$ cat config.mk
export PLATFORM = sky130hd
export DESIGN_NAME = adder_fu_scheduler
export DESIGN_NICKNAME = d
export VERILOG_FILES = /design/src/rtl/adder_fu_scheduler.sv
export SDC_FILE = /design/constraint.sdc
export NUM_CORES = 1
export LEC_CHECK = 0
export BUFFER_PORTS_ARGS = -buffer_cell sky130_fd_sc_hd__buf_4
export CAP_MARGIN = 20
export CORE_AREA = 10 10 147 149
export DETAILED_ROUTE_END_ITERATION = 8
export DIE_AREA = 0 0 157 159
export GPL_ROUTABILITY_DRIVEN = 0
export GPL_TIMING_DRIVEN = 0
export HOLD_SLACK_MARGIN = 0.03
export PLACE_DENSITY = 0.7
export SLEW_MARGIN = 40
export SYNTH_ARGS = -nofsm -noshare
export SYNTH_HDL_FRONTEND = slang
export SYNTH_SLANG_ARGS = --single-unit
$ cat constraint.sdc
create_clock -name clk -period 5.9 [get_ports clk]
set_input_delay 1.18 -clock clk [delete_from_list [all_inputs] [get_ports clk]]
set_output_delay 1.18 -clock clk [all_outputs]
set_load 0.03 [all_outputs]
$ cat src/rtl/adder_fu_scheduler.sv
// Round-robin scheduler sharing one external adder FU among NREQ requesters.
// One transaction in flight: IDLE -> ISSUE -> WAIT -> RESP, with a WAIT-state timeout.
module adder_fu_scheduler #(
  parameter int unsigned WIDTH   = 32,
  parameter int unsigned NREQ    = 4,
  parameter int unsigned TIMEOUT = 8
) (
  input  logic                   clk,
  input  logic                   reset,
  input  logic [NREQ-1:0]        req_valid,
  input  logic [NREQ*WIDTH-1:0]  req_a,
  input  logic [NREQ*WIDTH-1:0]  req_b,
  output logic [NREQ-1:0]        req_ready,
  output logic [NREQ-1:0]        resp_valid,
  output logic [WIDTH-1:0]       resp_data,
  output logic                   resp_err,
  output logic [WIDTH-1:0]       fu_a,
  output logic [WIDTH-1:0]       fu_b,
  output logic                   fu_on_off,
  input  logic [WIDTH-1:0]       fu_c,
  input  logic                   fu_ack,
  output logic                   busy
);

  localparam int unsigned IDXW = (NREQ > 1) ? $clog2(NREQ) : 1;
  localparam int unsigned TW   = $clog2(TIMEOUT + 1);

  typedef enum logic [1:0] {
    IDLE  = 2'd0,
    ISSUE = 2'd1,
    WAIT  = 2'd2,
    RESP  = 2'd3
  } state_t;

  state_t            state;
  state_t            state_next;
  logic [IDXW-1:0]   last_grant;
  logic [IDXW-1:0]   winner;
  logic [IDXW-1:0]   grant_idx;
  logic              grant_found;
  logic [NREQ-1:0]   grant_oh;
  int unsigned       cand;
  logic              xfer;
  logic              timeout_hit;
  logic [TW-1:0]     timer;
  logic [WIDTH-1:0]  op_a;
  logic [WIDTH-1:0]  op_b;
  logic [WIDTH-1:0]  result;
  logic              err;

  // Round-robin pick: first valid requester at or after last_grant+1
  always_comb begin
    grant_idx   = '0;
    grant_found = 1'b0;
    cand        = 0;
    for (int unsigned i = 0; i < NREQ; i++) begin
      cand = (32'(last_grant) + 32'd1 + i) % NREQ;
      if (!grant_found && req_valid[IDXW'(cand)]) begin
        grant_found = 1'b1;
        grant_idx   = IDXW'(cand);
      end
    end
  end

  assign grant_oh    = grant_found ? (NREQ'(1) << grant_idx) : '0;
  assign req_ready   = (state == IDLE && reset) ? grant_oh : '0;
  assign xfer        = |(req_valid & req_ready);
  assign timeout_hit = (timer == TW'(TIMEOUT - 1));
  assign fu_a        = op_a;
  assign fu_b        = op_b;

  always_ff @(posedge clk) begin
    if (!reset) begin
      state <= IDLE;
    end else begin
      state <= state_next;
    end
  end

  always_comb begin
    state_next = state;
    case (state)
      IDLE:    if (xfer) state_next = ISSUE;
      ISSUE:   state_next = WAIT;
      WAIT:    if (fu_ack || timeout_hit) state_next = RESP;
      RESP:    state_next = IDLE;
      default: state_next = IDLE;
    endcase
  end

  // Transaction context: winner, operands, timer and result
  always_ff @(posedge clk) begin
    if (!reset) begin
      last_grant <= IDXW'(NREQ - 1);
      winner     <= '0;
      op_a       <= '0;
      op_b       <= '0;
      timer      <= '0;
      result     <= '0;
      err        <= 1'b0;
    end else begin
      case (state)
        IDLE: begin
          if (xfer) begin
            winner <= grant_idx;
            op_a   <= req_a[32'(grant_idx) * WIDTH +: WIDTH];
            op_b   <= req_b[32'(grant_idx) * WIDTH +: WIDTH];
          end
        end
        ISSUE: timer <= '0;
        WAIT: begin
          if (fu_ack) begin
            result <= fu_c;
            err    <= 1'b0;
          end else if (timeout_hit) begin
            result <= '0;
            err    <= 1'b1;
          end else begin
            timer <= timer + TW'(1);
          end
        end
        RESP: last_grant <= winner;
        default: ;
      endcase
    end
  end

  // Registered outputs; the response strobe lands in the cycle after RESP
  always_ff @(posedge clk) begin
    if (!reset) begin
      resp_valid <= '0;
      resp_data  <= '0;
      resp_err   <= 1'b0;
      fu_on_off  <= 1'b0;
      busy       <= 1'b0;
    end else begin
      resp_valid <= (state == RESP) ? (NREQ'(1) << winner) : '0;
      resp_data  <= (state == RESP) ? result : '0;
      resp_err   <= (state == RESP) && err;
      fu_on_off  <= (state_next == ISSUE) || (state_next == WAIT);
      busy       <= (state_next != IDLE);
    end
  end

endmodule

# Word-level counts from Yosys, hierarchy flattened
# Cells that the tools add are included.
# W data, S select, Z words.
totals:
  ff_bits: 146
  input_bits: 295
  out_inout_bits: 107
  elab_cells: 82
classes:
  n_addsub: 5
  magnitude_cmp: 4
  eq_ne: 8
  shifts: 4
  mux: 28
  n_bitwise: 1
  n_reduce_logical: 19
op_table:
  columns: ["cell", "n"]
  rows:
  - ["$shiftx A128 B8 Y32", 2]
  - ["$mux W32", 2]
  - ["$mux W4", 4]
  - ["$lt A2 B3 Y1 const B", 4]
  - ["$mux W2", 6]
  - ["$mux W1", 10]
  - ["$bmux W1 S2", 4]
  - ["$pmux W2 S4", 1]
  - ["$pmux W4 S2", 1]
  - ["$shl A1 B2 Y4 const A", 2]
  - ["$eq A2 B2 Y1 const B", 3]
  - ["$reduce_and A2 Y1", 3]
  - ["$reduce_bool A2 Y1", 3]
  - ["$logic_and A1 B1 Y1", 5]
  - ["$add A2 B1 Y2 const B", 2]
  - ["$add A2 B2 Y2 const B", 2]
  - ["$add A4 B1 Y4 const B", 1]
  - ["$and A4 B4 Y4", 1]
  - ["$eq A2 B1 Y1 const B", 2]
  - ["$eq A4 B3 Y1 const B", 1]
  - ["$ne A2 B2 Y1 const B", 2]
  - ["$reduce_or A4 Y1", 1]
  - ["$logic_not A1 Y1", 3]
  - ["$reduce_and A3 Y1", 1]
  - ["other kinds (2)", 3]

# Depth between registers and ports, before layout
# Gate-level depths: netlist of run 1.
depth:
  ltp_word: 22
  depth_mapped: 8
  depth_no_buf: 8

# Least setup slack after synthesis of run 1
# Ideal clock, no wire load.
synth_timing:
  kind: "input to output"
  start: "in req_valid[1]"
  end: "out req_ready[3]"
  arrival_ns: 2.453
  required_time_ns: 4.720
  slack_ns: 2.267
  path_stages: 7
  path_buffers: 3
  path_cell_list: "clkbuf_1 > nor3_1 > a221oi_1 > nor2b_1 > buf_2 > buf_1 > and2_1"
synth_between:
  elab_chain_cells: 15
  elab_cells_between_ends: 25
  classes_between: "shift: 1; mux: 18; reduce/logical: 6"
synth_lines:
  columns: ["element", "line", "text"]
  rows:
  - ["start, declared", "10", "input logic [NREQ-1:0] req_valid,"]
  - ["$bmux W1 S2", "58", "if (!grant_found && req_valid[IDXW'(cand)]) begin"]
  - ["$mux W1 (not written as such)", "58", null]
  - ["$mux W1", "58", null]
  - ["$logic_not A1 Y1", "58", null]
  - ["$logic_and A1 B1 Y1", "58", null]
  - ["$mux W1", "58", null]
  - ["$logic_not A1 Y1", "58", null]
  - ["$logic_and A1 B1 Y1", "58", null]
  - ["$mux W1", "58", null]
  - ["$logic_not A1 Y1", "58", null]
  - ["$logic_and A1 B1 Y1", "58", null]
  - ["$mux W2", "58", null]
  - ["$shl A1 B2 Y4", "65", "assign grant_oh = grant_found ? (NREQ'(1) << grant_idx) : '0;"]
  - ["$mux W4 *", "65", null]
  - ["$mux W4 *", "66", "assign req_ready = (state == IDLE && reset) ? grant_oh : '0;"]
  - ["end, declared", "13", "output logic [NREQ-1:0] req_ready,"]
# Every way passes the cells marked *; elsewhere a longest branch is shown, timed or not. The select of a mux whose other input is x is not followed.

# Final worst setup path of run 1
layout_timing:
  start: "in reset"
  end: "out req_ready[3]"
layout_between:
  elab_chain_cells: 2
layout_lines:
  columns: ["element", "line", "text"]
  rows:
  - ["start, declared", "9", "input logic reset,"]
  - ["$logic_and A1 B1 Y1", "66", null]
  - ["$mux W4", "66", null]
# Every way passes these cells.

==> results of run 1 <==
## cell usage after synthesis (5+ instances only)
cell type | number | area share, %
a222oi_1 | 64 | 11
and3_1 | 33 | 3.4
o21ai_0 | 68 | 5.6
inv_1 | 5 | 0.31
a31oi_1 | 64 | 6.6
a22oi_1 | 32 | 4.0
buf_2 | 5 | 0.41
nand2_1 | 73 | 4.5
ha_1 | 7 | 1.4
nor2_1 | 8 | 0.50
buf_6 | 6 | 1.1
clkbuf_1 | 53 | 3.3
and2_1 | 9 | 0.93
nor2b_1 | 34 | 3.5
dfxtp_1 | 146 | 48
## area by class of cell
type / instances / area, sq um / share of cell area [%]
clock inverters: 14 / 166 / 1.67
clock buffers: 18 / 439 / 4.41
plain buffers: 71 / 333 / 3.35
repair buffers: 399 / 3000 / 30.1
well taps: 234 / 293 / 2.94
multi-input cells: 430 / 2770 / 27.9
diodes: 2 / 5.00 / 0.0503
inverters: 6 / 22.5 / 0.226
flip-flops and latches: 146 / 2920 / 29.4
## sequential cells by signal (all words and copies together), names as in the netlist, 4 cells and up
register,count
fu_b,32
resp_data,32
timer,4
fu_a,32
result,32
resp_valid,4
## power groups by stage
stage / clock (W) / combinational [W] / sequential, W
2_1_floorplan: 0 / 0.000459 / 0.00155
3_3_place_gp: 0 / 0.00133 / 0.00128
3_5_place_dp: 0 / 0.00134 / 0.00128
4_1_cts: 0.00113 / 0.00134 / 0.00127
5_1_grt: 0.00117 / 0.00143 / 0.00129
6_report: 0.00112 / 0.00133 / 0.00127
## per-layer routing
| layer | up-vias | part of all wire (%) | track usage, % |
|---|---|---|---|
| met5 | - | 0 | 0 |
| met4 | 0 | 1.6 | 6.22 |
| met1 | 3425 | 38 | 25.5 |
| met2 | 354 | 51 | 39.9 |
| li1 | 3356 | - | - |
| met3 | 30 | 9.3 | 7.83 |
## placed cells by master, fill, tap and decap left out, types with 6 or more instances in the layout
cell type,instances
a22oi_1,32
dfxtp_1,146
clkbuf_16,17
nor2b_1,34
a31oi_1,64
and2_1,9
a222oi_1,64
o21ai_0,68
clkbuf_1,53
ha_1,7
buf_6,6
nand2_1,73
nor2_1,8
buf_4,403
and3_1,33
## worst register-to-register path, delay by kind of cell, from the launching register on
family | cells | cell delay [ns]
simple gates | 1 | 0.15
flops | 1 | 0.34
fa+ha+maj | 2 | 0.47
buf+inv | 2 | 0.48
compound gates | 3 | 0.77
## stage by stage
step | cell area [sq um] | util [%] | power, W | instances
after floorplan | 6050 | - | 0.00201 | 653
after global placement | 9340 | 50.3 | 0.00261 | 1286
after detailed placement | 9340 | 50.3 | 0.00262 | 1286
after CTS | 9940 | 53.5 | 0.00374 | 1318
after global routing | 9950 | 53.5 | 0.00390 | 1320
final | 9950 | 53.5 | 0.00373 | 1320
## path summary, 6_finish.rpt
check             endpoint        from  slack (ns)  cells past startpoint
min reg2reg  resp_data[14]  result[14]        0.47                      1
max           req_ready[3]       reset        1.64                      5
max reg2reg      fu_on_off    state[0]        3.59                      8
min          resp_data[14]  result[14]        0.47                      1
## kinds of logic (layout without fill, tap and decap cells)
group           count (synthesis)  count (layout)  share of synthesized area, %
other cells                     0               2                             0
mux                             2               2                         0.331
xor+xnor                        2               2                         0.290
fa+ha+maj                       7               7                          1.45
buf+inv                        77             508                          5.87
simple gates                  173             173                          14.6
flops                         146             146                          48.3
compound gates                246             246                          29.1
==> metrics.md, run 1 <==
| Metric | Value |
|---|---|
| Vias | `~7,200` |
| Maximum vdd drop | `236 uV` |
| Final setup TNS | `0 ns` |
| Post-synth net total | `955` |
| Worst EP required | `4.72 ns` |
| Hold crit path type | `flop to flop` |
| Clock Skew | `0.00823 ns` |
| Final #Nets | `1,373` |
| Top Family by Delay on Critical Path | `buffers and inverters` |
| Clk slew on worst S/H paths | `0.06 ns` |
| NetSw | `~0.0014 W` |
| Clk sink count | `146` |
| DRC | `0` |
| Post_cts resized | `0` |
| Clock Tree Root | `clkbuf_16` |
| Most used cell, CP | `clkbuf_1` |
| Critical Path AT | `3.08 ns` |
| FMAX | `between 200 and 250 MHz` |
| Die width | `157 um` |
| Fin Hold WS | `0.472 ns` |
| CP endpoint kind | `output port` |
| Critical path type | `input pin to output port` |
| ANT nets after route | `0` |
| TritonCTS Buffers | `17` |
| Crit path cell chain | `clkbuf_1 -> o311a_1 -> clkbuf_1 -> and2_1 -> buf_4` |
| Area growth syn-to-layout | `64.4%` |
| Post-Syn Area | `6050 sq um` |
| Die area | `25,000 sq um` |
| First-pass GRT wire length | `44,000 um` |
| Initial antenna violation count | `2` |
| Period utilisation layout | `72.2%` |
| Max clock buf depth | `2` |
| Min setup slack post-route | `1.64 ns` |
| WL/cell | `around 23 um` |
| Worst Path Buf+Inv | `3` |
| DRT iter0 DRCs | `approximately 650` |
| I/O pins | `around 400` |
| Remaining global-route overflow | `0` |
| Synth Instances | `653` |
| Outcome | `complete, no violations` |
| Via/cell ratio | `5.43` |
| WL final | `roughly 30,000 um` |
| Critical Path Fanout Max | `10` |
| Register area share after synthesis | `about half` |
| Max-cap violation count | `0` |
| Largest net degree at the start of global routing | `17` |
| Share of cells above drive strength 1 | `approximately two fifths` |
| P_int | `0.00234 W` |
| Post-detail-place hpwl | `24,100 um` |
| Synth Warn # | `0` |
| Slew Limit Fails | `0` |
| Post-cts hold buffer count | `0` |
| PwrDens | `374 nW/um^2` |
| FF+latch count, synth | `146` |
| Slew @ Worst Pin | `0.707 ns` |
| RSZ-0062 raised after global routing | `no` |
| CP peak stage delay | `about 0.56 ns` |
| Main flop type after synthesis | `dfxtp_1` |
| Cell row count | `50` |
| GRT Total Usage | `22.8%` |
| Switching power share of the total | `37.3%` |
| CTS H-tree lvls | `4` |
| Pre-CTS setup slack | `1.58 ns` |
| Post-synth EDFFs | `0` |
| Min Tclk post-route | `4.26 ns` |
| Core area | `18,600 sq um` |
| Buffer count from post-CTS setup fixing | `0` |
| Clock latency at the later pin of the worst-skew pair | `0.42 ns` |
| Sequential power share | `between 30% and 40%` |
| Relative slew slack | `52.3%` |
| Async SR Flop Fraction | `0%` |
| Critical-path top delay cell | `o311a_1` |
| P_leak | `4.41 nW` |
| Fillers | `1,761` |
| Fin. Hold Viols | `0` |
| CP startpoint kind | `input pin` |
| Mean Syn Cell Area | `9.27 sq um` |
| Yosys cell types | `40` |
| Number of port buffers | `~400` |
| Clk pwr share | `30.1%` |
| CTS tree | `yes` |
| Vias in the first global route | `7,445` |
| Die height | `159 um` |
| Combinational Power Share | `35.8%` |
| Initial Util | `32.6%` |
| DR pass1 iterations | `9` |
| Final setup viols | `0` |
No activity file was read; power rests on OpenSTA's default activity.
==> run 2, diff against run 1 <==
--- a/config.mk
+++ b/config.mk
@@ -5,15 +5,16 @@
 export SDC_FILE = /design/constraint.sdc
 export NUM_CORES = 1
 export LEC_CHECK = 0
+export ABC_AREA = 1
 export BUFFER_PORTS_ARGS = -buffer_cell sky130_fd_sc_hd__buf_4
 export CAP_MARGIN = 20
-export CORE_AREA = 10 10 147 149
+export CORE_MARGIN = 10
+export CORE_UTILIZATION = 37
 export DETAILED_ROUTE_END_ITERATION = 8
-export DIE_AREA = 0 0 157 159
 export GPL_ROUTABILITY_DRIVEN = 0
 export GPL_TIMING_DRIVEN = 0
 export HOLD_SLACK_MARGIN = 0.03
-export PLACE_DENSITY = 0.7
+export PLACE_DENSITY = 0.74
 export SLEW_MARGIN = 40
 export SYNTH_ARGS = -nofsm -noshare
 export SYNTH_HDL_FRONTEND = slang
==> constraint.sdc (replaced) <==
create_clock -name clk -period 3.5 [get_ports clk]
set_input_delay 0.7 -clock clk [delete_from_list [all_inputs] [get_ports clk]]
set_output_delay 0.7 -clock clk [all_outputs]
set_load 0.03 [all_outputs]
==> run 2 against run 1 <==
  * Worst hold slack lost 0.049 ns
  * Synthesized area grew 36%
  * Global-route usage grew 2.3 points
  * Clock power grew 65%
  * Sequential share of layout area shrank 5.4 points
  * Critical path type is now flop to output port
==> metrics.md, run 2 <==
| Metric | Value |
|---|---|
| Clk sink count | `146 (unchanged)` |
| Post-Syn Area | `8250 sq um (+36%)` |
| Most common cell in the netlist | `nand2_1` |
| FMAX | `306 MHz` |
| Mean Syn Cell Area | `6.01 sq um (-35%)` |
| Via/cell ratio | `4.98 (-8.3%)` |
| Most frequent cells after synthesis | `551 x nand2_1, 165 x nor2_1, 146 x dfxtp_1, 128 x nand4_1, 118 x inv_1` |
| PwrDens | `788 nW/um^2 (+110%)` |
| Maximum vdd drop | `422 uV (+79%)` |
| FF+latch count, synth | `146 (unchanged)` |
| Critical path type | `flop to output port` |
| Critical Path AT | `2.57 ns (-0.51 ns)` |
| Async SR Flop Fraction | `0% (unchanged)` |
| DRC | `0 (unchanged)` |
| CP startpoint kind | `flop` |
| Worst EP required | `2.80 ns (-1.92 ns)` |
| TritonCTS Buffers | `17 (unchanged)` |
| Core area | `21,900 sq um (+18%)` |
| Vias | `10,400 (+45%)` |
| Die area | `28,700 sq um (+15%)` |
| Clock latency at the later pin of the worst-skew pair | `0.44 ns (+0.02 ns)` |
| Most frequent cells in the layout | `551 x nand2_1, 404 x buf_4, 165 x nor2_1` |
| Post-synth EDFFs | `0 (unchanged)` |
| Cell row count | `54 (+8.0%)` |
| Clock Tree Root | `clkbuf_16` |
| Top cells by area, synth | `dfxtp_1 35%, nand2_1 25%, nand4_1 9.7%` |
| Slew Limit Fails | `0 (unchanged)` |
| Relative slew slack | `40.9% (-11 points)` |
| I/O pins | `402 (unchanged)` |
| CTS H-tree lvls | `4 (unchanged)` |
| Area growth syn-to-layout | `47.9%` |
| Final #Nets | `2,093 (+52%)` |
| Critical Path Fanout Max | `10 (unchanged)` |
| DR pass1 iterations | `5 (-4)` |
| Synth Warn # | `0 (unchanged)` |
| Number of port buffers | `400 (+0.25%)` |
| WL final | `38,200 um (+27%)` |
| Yosys cell types | `26 (-35%)` |
| P_leak | `6.57 nW (+49%)` |
| WL/cell | `18.3 um (-20%)` |
| CP endpoint kind | `output port` |
| Register area share after synthesis | `35.4% (-13 points)` |
| Fin. Hold Viols | `0 (unchanged)` |
| Post-synth net total | `1,676 (+75%)` |
| Initial Util | `37.7% (+5.1 points)` |
| Synth Instances | `1,374 (+110%)` |
| Die height | `169 um (+6.5%)` |
| Slew @ Worst Pin | `0.887 ns (+0.180 ns)` |
| Max-cap violation count | `0 (unchanged)` |
| Max clock buf depth | `2 (unchanged)` |
| Vias in the first global route | `10,200 (+37%)` |
| Fin Hold WS | `0.423 ns (-0.0487 ns)` |
| Share of cells above drive strength 1 | `29.0% (-12 points)` |
| Post-detail-place hpwl | `30,300 um (+26%)` |
| RSZ-0062 raised after global routing | `no` |
| ANT nets after route | `0 (unchanged)` |
| Main flop type after synthesis | `dfxtp_1` |
| Clk slew on worst S/H paths | `0.07 ns (about the same)` |
| Clock Skew | `0.0144 ns (+0.00614 ns)` |
| Period utilisation layout | `between 90% and 100%` |
| Post-synth top area cell | `dfxtp_1` |
| DRT iter0 DRCs | `724 (+11%)` |
| Post-synth top area share | `35.4% (-13 points)` |
| First-pass GRT wire length | `56,600 um (+29%)` |
| Remaining global-route overflow | `0 (unchanged)` |
| Largest net degree at the start of global routing | `17 (unchanged)` |
| Min Tclk post-route | `3.27 ns` |
| Final setup TNS | `0 ns (unchanged)` |
| Die width | `169 um (+7.9%)` |
| Initial antenna violation count | `4 (+2)` |
| Outcome | `complete, no violations` |
| Most common cell after layout, fill and taps aside | `nand2_1` |
| Final setup viols | `0 (unchanged)` |
| CTS tree | `yes` |
| Hold crit path type | `flop to flop` |
| GRT Total Usage | `25.1% (+2.3 points)` |
## run 2: changes by cell type after synthesis, moves of 36 or more
| cell | before | now |
|---|---|---|
| a21oi_1 | 4 | 40 |
| a222oi_1 | 64 | 0 |
| a31oi_1 | 64 | 1 |
| buf_2 | 5 | 68 |
| inv_1 | 5 | 118 |
| nand2_1 | 73 | 551 |
| nand3_1 | 0 | 74 |
| nand4_1 | 1 | 128 |
| nor2_1 | 8 | 165 |
| o21ai_0 | 68 | 4 |
## run 2: final timing paths
check        cells past startpoint            end  slack [ns]          start
max                             14   req_ready[3]        0.23  last_grant[0]
min                              2  resp_data[26]        0.42     result[26]
max reg2reg                     16       fu_a[30]        0.78  last_grant[0]
min reg2reg                      2  resp_data[26]        0.42     result[26]
## run 2: per-layer routing
layer	global-route usage (%)	share of wire (%)	vias up
met5	0	0	-
li1	-	-	5163
met4	10.4	3.9	0
met1	27.7	39	4684
met2	42.6	48	470
met3	9.26	9.3	81
## run 2: what timing repair did
item / 4_1_cts / 5_1_grt
buffers inserted: 0 / 0
hold buffers: 0 / 0
setup endpoints to repair: 1 / 4
gates resized for setup: 1 / 4
## run 2: cell type report
| type | instances | area, sq um |
|---|---|---|
| Antenna cell | 4 | 10.0 |
| Multi-Input combinational cell | 998 | 4370 |
| Clock inverter | 13 | 139 |
| Fill cell | 2205 | 9690 |
| Buffer | 105 | 502 |
| Inverter | 123 | 464 |
| Clock buffer | 19 | 443 |
| Sequential cell | 146 | 2920 |
| Tap cell | 280 | 350 |
| Timing Repair Buffer | 400 | 3000 |
## run 2: cells by family (layout without fill, tap and decap cells)
logic type | after synthesis | after routing | share of synthesized area, %
other cells | 0 | 4 | 0
flops | 146 | 146 | 35.4
buf+inv | 230 | 660 | 11.8
compound gates | 48 | 48 | 2.99
fa+ha+maj | 7 | 7 | 1.06
simple gates | 943 | 943 | 48.7
## run 2: per-stage QoR
step / setup WS, ns / utilization (%) / power, W / instance area, sq um / instances
2_1_floorplan: 0.472 / - / 0.00588 / 8250 / 1374
3_5_place_dp: 0.217 / 53.0 / 0.00775 / 11600 / 2054
6_report: 0.234 / 55.8 / 0.00962 / 12200 / 2088
5_1_grt: 0.0160 / 55.7 / 0.0103 / 12200 / 2087
4_1_cts: 0.0234 / 55.7 / 0.00962 / 12200 / 2086
3_3_place_gp: 0.224 / 53.0 / 0.00768 / 11600 / 2054
## run 2: report_power, final
group	internal (W)	switching, W	total (W)
combinational	0.00185	0.00366	0.00552
clock	0.00102	0.000824	0.00185
sequential	0.00204	0.000215	0.00225
total	0.00492	0.00470	0.00962
## run 2: critical path: stages, from the launching register on
cell     delay (ns)
dfxtp_1        0.32
buf_4          0.17
inv_4          0.07
nand2_1        0.07
nand2_2        0.07
nand2_2        0.10
nand2_4        0.06
nor2_4         0.10
nand2_1        0.07
nor3_2         0.18
nor2_4         0.09
buf_4          0.19
buf_2          0.20
nor3_2         0.22
buf_4          0.21
==> run 3, diff against run 2 <==
--- a/config.mk
+++ b/config.mk
@@ -6,15 +6,15 @@
 export NUM_CORES = 1
 export LEC_CHECK = 0
 export ABC_AREA = 1
-export BUFFER_PORTS_ARGS = -buffer_cell sky130_fd_sc_hd__buf_4
 export CAP_MARGIN = 20
 export CORE_MARGIN = 10
 export CORE_UTILIZATION = 37
 export DETAILED_ROUTE_END_ITERATION = 8
+export DONT_BUFFER_PORTS = 1
 export GPL_ROUTABILITY_DRIVEN = 0
 export GPL_TIMING_DRIVEN = 0
 export HOLD_SLACK_MARGIN = 0.03
-export PLACE_DENSITY = 0.74
+export PLACE_DENSITY = 0.58
 export SLEW_MARGIN = 40
 export SYNTH_ARGS = -nofsm -noshare
 export SYNTH_HDL_FRONTEND = slang
==> run 3 against run 2 <==
  * Worst hold slack lost 0.0020 ns
  * Power shrank 6.1%
  * Die area is the same
  * Largest power group unchanged
==> metrics.md, run 3 (synthesized netlist as in run 2, its figures left out) <==
| Metric | Value |
|---|---|
| WL/cell | `20.8 um (+14%)` |
| Largest net degree at the start of global routing | `19 (+2)` |
| FF-to-FF Start | `last_grant[0]` |
| Hold Path Depth | `2 (unchanged)` |
| Max-cap violation count | `0 (unchanged)` |
| Clk pwr share | `20.6% (+1.4 points)` |
| TritonCTS Buffers | `17 (unchanged)` |
| Fin. Hold Viols | `0 (unchanged)` |
| R2R setup slack | `0.66 ns (-0.12 ns)` |
| CP startpoint kind | `flop` |
| Final #Nets | `1,693 (-19%)` |
| Worst EP required | `2.80 ns (about the same)` |
| Buffer count from post-CTS setup fixing | `0 (unchanged)` |
| Area growth syn-to-layout | `12.1%` |
| Period utilisation layout | `94.1% (+0.76 points)` |
| Initial Util | `37.7% (unchanged)` |
| Placed Cells incl. Taps | `1,654 (-19%)` |
| Outcome | `complete, no violations` |
| Pre-CTS setup slack | `0.132 ns (-0.0846 ns)` |
| Cell row count | `54 (unchanged)` |
| Maximum vdd drop | `373 uV (-12%)` |
| Hold crit path type | `input pin to flop` |
| Die width | `169 um (unchanged)` |
| Most frequent cells in the layout | `551 x nand2_1, 165 x nor2_1, 146 x dfxtp_1` |
| Slew @ Worst Pin | `0.885 ns (-0.00225 ns)` |
| Vias in the first global route | `8,705 (-15%)` |
| Clk sink count | `146 (unchanged)` |
| Via/cell ratio | `5.24 (+5.2%)` |
| Combinational Power Share | `46.3% (-11 points)` |
| Hold Startpoint | `fu_c[7]` |
| Post-detail-place hpwl | `28,000 um (-7.7%)` |
| DR pass1 iterations | `5 (unchanged)` |
| Worst r2r path cells | `16 (unchanged)` |
| DRC | `0 (unchanged)` |
| Post-cts hold buffer count | `0 (unchanged)` |
| CTS H-tree lvls | `4 (unchanged)` |
| FMAX | `304 MHz (-0.80%)` |
| I/O pins | `402 (unchanged)` |
| Critical Path Fanout Max | `19 (+9)` |
| Slew Limit Fails | `0 (unchanged)` |
| CTS tree | `yes` |
| Clk slew on worst S/H paths | `0.07 ns (about the same)` |
| WL final | `35,100 um (-8.1%)` |
| Die area | `28,700 sq um (unchanged)` |
| Clock latency at the later pin of the worst-skew pair | `0.42 ns (-0.02 ns)` |
| Sequential power share | `33.1% (+9.7 points)` |
| Vias | `8,830 (-15%)` |
| Relative slew slack | `41.0% (+0.15 points)` |
| GRT Total Usage | `23.3% (-1.8 points)` |
| Reg-to-Reg End | `fu_b[2]` |
| P_int | `0.00430 W (-13%)` |
| Clock Skew | `0.00815 ns (-0.00622 ns)` |
| Die height | `169 um (unchanged)` |
| Most common cell after layout, fill and taps aside | `nand2_1` |
| Initial antenna violation count | `2 (-2)` |
| RSZ-0062 raised after global routing | `no` |
| Share of cells above drive strength 1 | `8.90% (-20 points)` |
| DRT iter0 DRCs | `559 (-23%)` |
| Min Tclk post-route | `3.29 ns (+0.0265 ns)` |
| P_leak | `4.62 nW (-30%)` |
| NetSw | `0.00473 W (+0.67%)` |
| Min setup slack post-route | `0.207 ns (-0.0265 ns)` |
| Core area | `21,900 sq um (unchanged)` |
| Fillers | `2,416 (+9.6%)` |
| PwrDens | `976 nW/um^2 (+24%)` |
| Number of port buffers | `0 (-100%)` |
| Clock Tree Root | `clkbuf_16` |
| ANT nets after route | `0 (unchanged)` |
| Critical Path AT | `2.59 ns (+0.02 ns)` |
| Switching power share of the total | `52.4% (+3.5 points)` |
| Non-filler cells, final | `1,685 (-19%)` |
| Worst Hold End | `result[7]` |
| First-pass GRT wire length | `51,900 um (-8.4%)` |
| CP endpoint kind | `output port` |
| Max clock buf depth | `2 (unchanged)` |
| Final setup viols | `0 (unchanged)` |
| Remaining global-route overflow | `0 (unchanged)` |
| Critical path type | `flop to output port` |
## run 3: cell types whose count changed in the layout (fill, tap and decap cells not counted), sizes merged
| cell | delta |
|---|---|
| buf | -400 |
| bufinv | -1 |
| clkbuf | -2 |
| clkinv | +4 |
| clkinvlp | -1 |
| diode | -3 |
## run 3: worst max path at each step
stage                  start      endpoint  slack [ns]
5_1_grt        last_grant[0]  req_ready[2]       0.008
6_report       last_grant[1]  req_ready[2]        0.21
4_1_cts        last_grant[1]  req_ready[2]       0.003
3_3_place_gp    req_valid[1]  req_ready[2]       -0.20
2_1_floorplan   req_valid[3]  req_ready[0]        0.47
3_5_place_dp    req_valid[3]  req_ready[2]        0.13
## run 3: worst max-delay path: stages (launching register included)
cell	delay [ns]
dfxtp_1	0.44
inv_2	0.13
nand2_1	0.08
nand2_1	0.08
nand2_2	0.09
nand2_4	0.06
nor2_4	0.10
nand3_2	0.15
nand3_4	0.16
buf_6	0.26
inv_1	0.17
nor3_4	0.44
## run 3: what timing repair did
item,CTS,global route
endpoints found under the hold margin,0,0
gates resized for setup,3,3
gates cloned,0,0
endpoints found under the setup margin,3,4
pin swaps,1,3
## run 3: metal layers
| metal | vias up | global-route usage, % | part of all wire [%] |
|---|---|---|---|
| met3 | 61 | 8.89 | 10 |
| met2 | 387 | 38.1 | 48 |
| met1 | 4007 | 26.9 | 39 |
| met4 | 2 | 9.19 | 3.2 |
| li1 | 4373 | - | - |
| met5 | - | 0 | 0.020 |
## run 3: power groups by stage
stage / Clock, W / Sequential [W] / Combinational (W)
after floorplan: 0 / 0.00283 / 0.00304
after global placement: 0 / 0.00303 / 0.00406
after detailed placement: 0 / 0.00303 / 0.00413
after CTS: 0.00190 / 0.00300 / 0.00418
after global routing: 0.00199 / 0.00303 / 0.00477
final: 0.00186 / 0.00299 / 0.00418
## run 3: area by class of cell
type	instances	area, sq um	share of cell area (%)
clock inverters	15	179	1.93
multi-input cells	998	4410	47.6
plain buffers	105	502	5.42
diodes	1	2.50	0.0270
clock buffers	17	425	4.60
inverters	123	464	5.02
well taps	280	350	3.79
flip-flops and latches	146	2920	31.6
## run 3: per-stage QoR
stage	total power (W)	util [%]	TNS [ns]	area [sq um]	hold slack, ns
global route	0.00979	42.3	0	9250	0.405
floorplan	0.00588	-	0	8250	0.408
global placement	0.00709	39.3	-0.321	8600	0.413
finish	0.00903	42.3	0	9250	0.421
CTS	0.00908	42.2	0	9250	0.399
detailed placement	0.00716	39.4	0	8620	0.416
